## src/rtl/forward_unit_param.sv

```systemverilog
// Parametrised ALU operand forwarding unit with a load-use stall FSM.
// Each read port is compared against DEPTH older in-flight producers.
// The youngest matching producer decides that port's registered mux select.
module forward_unit_param #(
    parameter int AW         = 2,
    parameter int NUM_SRC    = 2,
    parameter int DEPTH      = 2,
    parameter int EXCL_EN    = 1,
    parameter int EXCL_REG   = 3,
    parameter int LOAD_STALL = 1,
    parameter int LOAD_LAT   = 1,
    localparam int STG_W     = (DEPTH > 1) ? $clog2(DEPTH) : 1,
    localparam int SEL_W     = STG_W + 3
) (
    input  logic                     clk,
    input  logic                     rst_n,
    input  logic                     en,
    input  logic                     flush,
    input  logic [NUM_SRC*AW-1:0]    rd_addr,
    input  logic [NUM_SRC-1:0]       rd_valid,
    input  logic [DEPTH-1:0]         wr_en,
    input  logic [DEPTH*AW-1:0]      wr_addr_a,
    input  logic [DEPTH*AW-1:0]      wr_addr_b,
    input  logic [DEPTH-1:0]         wr_addr_sel,
    input  logic [DEPTH*3-1:0]       wr_src,
    output logic [NUM_SRC*SEL_W-1:0] fwd_sel,
    output logic [NUM_SRC-1:0]       fwd_hit,
    output logic                     stall
);

    localparam int CNT_W = (LOAD_LAT > 1) ? $clog2(LOAD_LAT) : 1;
    localparam logic [SEL_W-1:0] NORMAL = SEL_W'(3'b010);

    typedef enum logic {IDLE, STALL} state_t;

    state_t                     state_q, state_n;
    logic [CNT_W-1:0]           cnt_q, cnt_n;
    logic                       stall_q, stall_n;
    logic [NUM_SRC*SEL_W-1:0]   sel_q, sel_n, sel_fwd;
    logic [NUM_SRC-1:0]         hit_q, hit_n, hit_fwd;
    logic [DEPTH*AW-1:0]        dest;
    logic [DEPTH-1:0]           match [NUM_SRC];
    logic                       hazard;

    // Resolve each producer's destination register from its two candidate fields
    always_comb begin
        dest = '0;
        for (int k = 0; k < DEPTH; k++) begin
            dest[k*AW +: AW] = wr_addr_sel[k] ? wr_addr_b[k*AW +: AW] : wr_addr_a[k*AW +: AW];
        end
    end

    // Port/stage match matrix; the excluded register (SP) never forwards
    always_comb begin
        for (int p = 0; p < NUM_SRC; p++) begin
            match[p] = '0;
            for (int k = 0; k < DEPTH; k++) begin
                match[p][k] = rd_valid[p] && wr_en[k]
                              && (dest[k*AW +: AW] == rd_addr[p*AW +: AW])
                              && !((EXCL_EN != 0) && (rd_addr[p*AW +: AW] == AW'(EXCL_REG)));
            end
        end
    end

    // Forwarding choice per port: walk oldest to youngest so the youngest match overrides;
    // a match with a non-forwardable source forces the normal path and hides older stages
    always_comb begin
        sel_fwd = {NUM_SRC{NORMAL}};
        hit_fwd = '0;
        hazard  = 1'b0;
        for (int p = 0; p < NUM_SRC; p++) begin
            for (int k = DEPTH - 1; k >= 0; k--) begin
                if (match[p][k]) begin
                    if ((wr_src[k*3 +: 3] == 3'd2) || (wr_src[k*3 +: 3] > 3'd4)) begin
                        sel_fwd[p*SEL_W +: SEL_W] = NORMAL;
                        hit_fwd[p]                = 1'b0;
                    end else begin
                        sel_fwd[p*SEL_W +: SEL_W] = {STG_W'(k), wr_src[k*3 +: 3]};
                        hit_fwd[p]                = 1'b1;
                    end
                end
            end
            hazard = hazard | ((LOAD_STALL != 0) && match[p][0] && (wr_src[2:0] == 3'd0));
        end
    end

    // Next-state logic: flush wins, then the load-use FSM decides between bubbling and forwarding
    always_comb begin
        state_n = state_q;
        cnt_n   = cnt_q;
        stall_n = stall_q;
        sel_n   = sel_q;
        hit_n   = hit_q;
        if (flush) begin
            state_n = IDLE;
            cnt_n   = '0;
            stall_n = 1'b0;
            sel_n   = {NUM_SRC{NORMAL}};
            hit_n   = '0;
        end else begin
            case (state_q)
                IDLE: begin
                    if (hazard) begin
                        state_n = STALL;
                        stall_n = 1'b1;
                        cnt_n   = CNT_W'(LOAD_LAT - 1);
                        sel_n   = {NUM_SRC{NORMAL}};
                        hit_n   = '0;
                    end else begin
                        sel_n = sel_fwd;
                        hit_n = hit_fwd;
                    end
                end
                STALL: begin
                    if (cnt_q != '0) begin
                        cnt_n = cnt_q - CNT_W'(1);
                    end else begin
                        state_n = IDLE;
                        stall_n = 1'b0;
                        sel_n   = sel_fwd;
                        hit_n   = hit_fwd;
                    end
                end
                default: begin
                    state_n = IDLE;
                end
            endcase
        end
    end

    // State and output registers; en low freezes everything except reset
    always_ff @(posedge clk or negedge rst_n) begin
        if (!rst_n) begin
            state_q <= IDLE;
            cnt_q   <= '0;
            stall_q <= 1'b0;
            sel_q   <= {NUM_SRC{NORMAL}};
            hit_q   <= '0;
        end else if (en) begin
            state_q <= state_n;
            cnt_q   <= cnt_n;
            stall_q <= stall_n;
            sel_q   <= sel_n;
            hit_q   <= hit_n;
        end
    end

    assign fwd_sel = sel_q;
    assign fwd_hit = hit_q;
    assign stall   = stall_q;

endmodule

```

## config.mk

```make
export PLATFORM = sky130hd
export DESIGN_NAME = forward_unit_param
export DESIGN_NICKNAME = d
export VERILOG_FILES = /design/src/rtl/forward_unit_param.sv
export SDC_FILE = /design/constraint.sdc
export NUM_CORES = 1
export LEC_CHECK = 0
export ABC_AREA = 1
export BUFFER_PORTS_ARGS = -buffer_cell sky130_fd_sc_hd__buf_2
export CAP_MARGIN = 5
export CORE_ASPECT_RATIO = 1.5
export CORE_UTILIZATION = 30
export CTS_BUF_LIST = sky130_fd_sc_hd__clkbuf_8
export DETAILED_ROUTE_END_ITERATION = 6
export GPL_TIMING_DRIVEN = 0
export SKIP_CTS_REPAIR_TIMING = 1
export SLEW_MARGIN = 20
export SYNTH_ARGS = -nofsm -noshare
export SYNTH_HDL_FRONTEND = slang
export SYNTH_SLANG_ARGS = --single-unit
export TNS_END_PERCENT = 5
```

## constraint.sdc

```tcl
create_clock -name clk -period 1.49 [get_ports clk]
set_clock_uncertainty 0.1 [all_clocks]
set_input_delay 0.2235 -clock clk [delete_from_list [all_inputs] [get_ports clk]]
set_output_delay 0.2235 -clock clk [all_outputs]
set_load 0.02 [all_outputs]
```

==> qor.yml, run 1 <==
outcome:
  status: "complete, no violations"
sta:
  final-setup-viol-count: 0
  slew_viol_final: 0
  fmax_mhz: 817.6
  rsz0062_at_grt: "no"
  min_period_ps: 1223
  tns_ps: 0
  relSlewSlack_pct: 74.19
  period_share_pct: 82.09
  hold_viol: 0
  tightestPinTransition_ps: 386.8
floorplanning:
  coreArea_um2: 3222
  die_area_um2: 3710
  rows: 25
  start_util_pct: 32.27
  die_x_um: 50.07
  die_y_um: 74.10
  pin_count: 39
hold_path:
  hold_path_class: "primary input to register"
  hold_depth: 2
layout:
  diodes: 0
  final_util_pct: 41.44
  nFillCells: 377
  syn2layout_area_growth_pct: 28.40
  seq_area_um2: 302.8
  multi_input_area_um2: 646.9
  nets: 232
  drive_gt1_share_pct: 35.96
critical_path:
  cp_max_fo: 2
  crit_buf_inv: 1
  worstSetupEndpointType: "output pin"
  crit_type: "register to output pin"
  cp.required_ps: 1170
  startpoint_type: "register"
  crit_family: "flip-flops"
  critPathArrivalTime_ps: 900
  cp_slowest_cell: "dfstp_2"
  path_depth: 1
  reg2reg_depth: 4
  worstPathCellList: "buf_2"
  crit_path_max_incr_delay_ps: 520
synth:
  ys_seq_area_share_pct: 29.12
  syn_avg_cell_area_um2: 6.498
  synth_cell_types: 20
  synthesis.nets: 188
  synth_area_um2: 1040
  synth-seq-cells: 12
  synth_top_area_share_pct: 24.07
  synth_cells: 160
  yosysTopAreaCell: "dfrtp_1"
  synth_area_leaders: "dfrtp_1, nand2_1, nand3_1"
  yosys_warnings: 0
power:
  p_per_area_nw_per_um2: 622.3
  leakage_uw: 0.0007725
  peakVddDrop_mv: 0.3855
placement:
  dp_hpwl_mm: 2.016
  finalWeightedCongestion: 0.7559
  port-buffer-count: 38
global_route:
  grt_overflow: 0
  grt_pass1_wl_mm: 3.960
  track_usage_pct: 13.70
  grt_pass1_vias: 1057
  grt_max_degree: 13
  grt_antenna_before_repair: 0
detailed_routing:
  wl_per_cell_um: 9.691
  vias_per_cell: 4.506
  drtPass1Iterations: 4
  dr.first_iter.drc_count: 16
  drc_errors: 0
  vias: 1095
  antenna_left: 0
  wirelength_mm: 2.355
clocking:
  h-tree-depth: 1
  clock_sinks: 12
  cts_made_buffers: 3
  cts-root-buf: "clkbuf_8"
  cts_max_path_buffers: 2
  path_clk_slew_ps: 50
  insertion_delay_ps: 240
  cts_tree: "built"
run:
  cap_violations: 0
-- synth_stat cells --
library cell,number
a21oi_1,3
clkinv_1,1
dfrtp_1,10
dfstp_2,2
inv_1,19
inv_2,4
nand2_1,49
nand2_2,8
nand2_4,4
nand3_1,28
nand3_2,5
nand3b_1,1
nor2_1,8
nor2_2,2
nor2_4,1
nor2_8,1
o21ai_0,6
o21ai_1,3
o21ai_2,2
or2_2,3
-- worst paths after layout --
| kind | startpoint | end | slack (ps) |
|---|---|---|---|
| worst max register to register | state_q$_DFFE_PN0P_ | stall$_DFFE_PN0P_ | 400 |
| max in group asynchronous | rst_n | fwd_sel[5]$_DFFE_PN1P_ | 730 |
| worst min-delay path | en | state_q$_DFFE_PN0P_ | 130 |
| worst max-delay path | fwd_sel[1]$_DFFE_PN1P_ | fwd_sel[1] | 270 |
| worst min register to register | stall$_DFFE_PN0P_ | stall$_DFFE_PN0P_ | 360 |
| min in group asynchronous | rst_n | fwd_sel[3]$_DFFE_PN0P_ | 290 |
-- layer usage --
layer	part of all wire [%]	track usage (%)	routed length, um
met5	0	0	0
met3	3.3	0.6135	78
met2	55	28.44	1298
met4	1.1	7.619	25
met1	40	12.89	952
-- cells in the final DEF (no fill, tap or decap), drive strengths merged --
| cell type | count |
|---|---|
| dlygate4sd3 | 1 |
| nor2 | 12 |
| or2 | 3 |
| a21oi | 3 |
| nand2 | 61 |
| inv | 24 |
| nand3 | 33 |
| dfstp | 2 |
| dfrtp | 10 |
| clkinv | 1 |
| buf | 38 |
| clkbuf | 3 |
| nand3b | 1 |
| o21ai | 11 |
-- registers in the layout, summed over array words and instances, names as in the netlist --
| register | cells |
|---|---|
| fwd_hit | 2 |
| fwd_sel | 8 |
| stall | 1 |
| state_q | 1 |
-- cell type report --
cell class / count / share of cell area, %
clock inverter: 1 / 0.2812
clock buffer: 3 / 3.093
inverter: 24 / 6.748
tap: 40 / 3.749
timing repair buffer: 39 / 15.00
multi-input combinational: 124 / 48.45
sequential: 12 / 22.68
-- where the power goes --
group	switching, uW	internal [uW]
Clock	110	181
Sequential	2.09	332
Combinational	131	75.0
Total	243	588
-- kinds of logic (layout without fill, tap and decap cells) --
logic type             count (synthesis)  count (layout)  synth area share, %
and+or+nand+nor                      110             110                54.75
buffers and inverters                 24              67                8.664
AOI/OAI and AO/OA                     14              14                7.460
DFF                                   12              12                29.12
-- metrics by stage --
step | setup slack, ps | total power [uW] | instance area [um2] | hold WS, ps | std cells
3_5_place_dp | 28.92 | 546.3 | 1280 | 11.08 | 238
5_1_grt | 160.0 | 873.7 | 1335 | 128.2 | 243
2_1_floorplan | 302.5 | 464.9 | 1040 | -172.1 | 160
3_3_place_gp | 31.65 | 544.7 | 1280 | 9.651 | 238
4_1_cts | 256.7 | 839.8 | 1325 | -243.9 | 242
6_report | 266.9 | 830.8 | 1335 | 128.4 | 243
Power figures use the tool's default switching activity.
==> run 2: changes to the inputs <==
==> constraint.sdc (replaced) <==
create_clock -name clk -period 1.2 [get_ports clk]
set_clock_uncertainty 0.1 [all_clocks]
set_input_delay 0.18 -clock clk [delete_from_list [all_inputs] [get_ports clk]]
set_output_delay 0.18 -clock clk [all_outputs]
set_load 0.02 [all_outputs]
==> run 2 against run 1 <==
First-iteration DRC count up 38%. Sequential cell count unchanged. Clock power up 24%.
==> qor.yml, run 2 (synthesized netlist as in run 1, its figures left out) <==
outcome:
  status: "complete, no violations"
layout:
  nFillCells: 363
  drive_gt1_share_pct: 44.12
  diodes: 0
  fin_area_um2: 1509
  syn2layout_area_growth_pct: 45.13
  nets: 233
  final_common_cell: "nand2_1"
  final_cell_mix: "nand2_1, buf_2, nand3_1"
  largest_register_ffs: 8
detailed_routing:
  dr.first_iter.drc_count: 22
  vias: 1144
  antenna_left: 0
  wirelength_mm: 2.502
  drtPass1Iterations: 4
  drc_errors: 0
  vias_per_cell: 4.689
  wl_per_cell_um: 10.25
critical_path:
  critPathArrivalTime_ps: 880
  worstSetupEndpointType: "output pin"
  timing.rr.start: "state_q$_DFFE_PN0P_"
  crit_path_max_incr_delay_ps: 520
  cp_max_fo: 2
  r2r_slack_ps: 100
  worstPathCellList: "buf_4"
  crit_buf_inv: 1
  crit_type: "register to output pin"
  path_depth: 1
  cp.required_ps: 920
  crit_family: "flip-flops"
  cp_slowest_cell: "dfstp_2"
  startpoint_type: "register"
  reg2reg_depth: 4
  r2r_end: "fwd_sel[4]$_DFFE_PN0P_"
sta:
  period_share_pct: 96.78
  tightestPinTransition_ps: 361.7
  tns_ps: 0
  fmax_mhz: 861.1
  final-setup-viol-count: 0
  relSlewSlack_pct: 75.63
  min_period_ps: 1161
  rsz0062_at_grt: "yes"
  slew_viol_final: 0
  hold_viol: 0
placement:
  port-buffer-count: 38
  finalWeightedCongestion: 0.7559
  dp_hpwl_mm: 2.016
  placed_area_um2: 1280
clocking:
  cts-root-buf: "clkbuf_8"
  insertion_delay_ps: 240
  cts_tree: "built"
  h-tree-depth: 1
  path_clk_slew_ps: 50
  clock_sinks: 12
  cts_made_buffers: 3
  cts_max_path_buffers: 2
global_route:
  grt_antenna_before_repair: 0
  grt_pass1_wl_mm: 3.960
  grt_overflow: 0
  grt_max_degree: 13
  grt_pass1_vias: 1057
  track_usage_pct: 13.70
floorplanning:
  coreArea_um2: 3222
  die_area_um2: 3710
  die_x_um: 50.07
  start_util_pct: 32.27
  rows: 25
  die_y_um: 74.10
  pin_count: 39
hold_path:
  hp-start: "en"
  hold_end: "state_q$_DFFE_PN0P_"
  hold_depth: 2
  hold_path_class: "primary input to register"
run:
  cap_violations: 0
power:
  p_per_area_nw_per_um2: 716.3
  peakVddDrop_mv: 0.4772
  leakage_uw: 0.0008145
==> run 2: changes by cell type in the layout (fill, tap and decap cells not counted), moves of 2 or more <==
cell / change
nor2_2: +2
nand3_4: +3
nor2_1: -4
nor2_4: +2
nand3_2: +3
nand3_1: -6
buf_6: +3
buf_4: +2
nand2_1: -4
inv_1: -2
nand2_8: +3
buf_2: -5
nand2_4: +3
==> run 2: stage by stage <==
step | setup WS [ps] | util, % | total power, uW | std cells | hold slack, ps
floorplan | 55.96 | - | 577.2 | 160 | -215.6
CTS | 10.18 | 41.13 | 1043 | 242 | -287.4
global placement | -214.8 | 39.73 | 676.3 | 238 | -33.85
detailed placement | -217.6 | 39.73 | 678.3 | 238 | -32.42
finish | 38.64 | 46.84 | 1081 | 244 | 80.85
global route | -15.39 | 46.84 | 1136 | 244 | 84.68
==> run 2: final cells by class <==
type | instances | area, um2 | area share [%]
clock buffer | 3 | 41.29 | 2.736
tap | 40 | 50.05 | 3.317
multi-input combinational | 125 | 792.0 | 52.49
timing repair buffer | 39 | 224.0 | 14.84
sequential | 12 | 302.8 | 20.07
clock inverter | 1 | 3.754 | 0.2488
inverter | 24 | 95.09 | 6.302
==> run 2: layer usage <==
| metal | track usage, % | vias up | share of wire (%) | wire [um] |
|---|---|---|---|---|
| met5 | 0 | - | 0 | 0 |
| met4 | 7.619 | 0 | 1.0 | 25 |
| met3 | 0.6135 | 2 | 3.2 | 79 |
| met2 | 28.44 | 28 | 60 | 1490 |
| met1 | 12.89 | 515 | 36 | 906 |
| li1 | - | 599 | - | - |
==> run 2: where the power goes <==
group / leakage, uW / switching [uW] / internal [uW]
combinational: 0.000627 / 192 / 114
sequential: 0.000160 / 2.70 / 413
clock: 0.0000269 / 135 / 224
==> run 2: worst max-delay path by stage <==
| stage | startpoint | slack (ps) | endpoint |
|---|---|---|---|
| floorplan | wr_addr_sel[0] | 60 | fwd_sel[3]$_DFFE_PN0P_ |
| finish | fwd_sel[1]$_DFFE_PN1P_ | 40 | fwd_sel[1] |
| global route | wr_addr_b[0] | -20 | fwd_sel[2]$_DFFE_PN0P_ |
| global placement | rd_addr[3] | -210 | fwd_hit[1]$_DFFE_PN0P_ |
| detailed placement | rd_addr[3] | -220 | fwd_sel[4]$_DFFE_PN0P_ |
| CTS | fwd_sel[5]$_DFFE_PN1P_ | 10 | fwd_sel[5] |
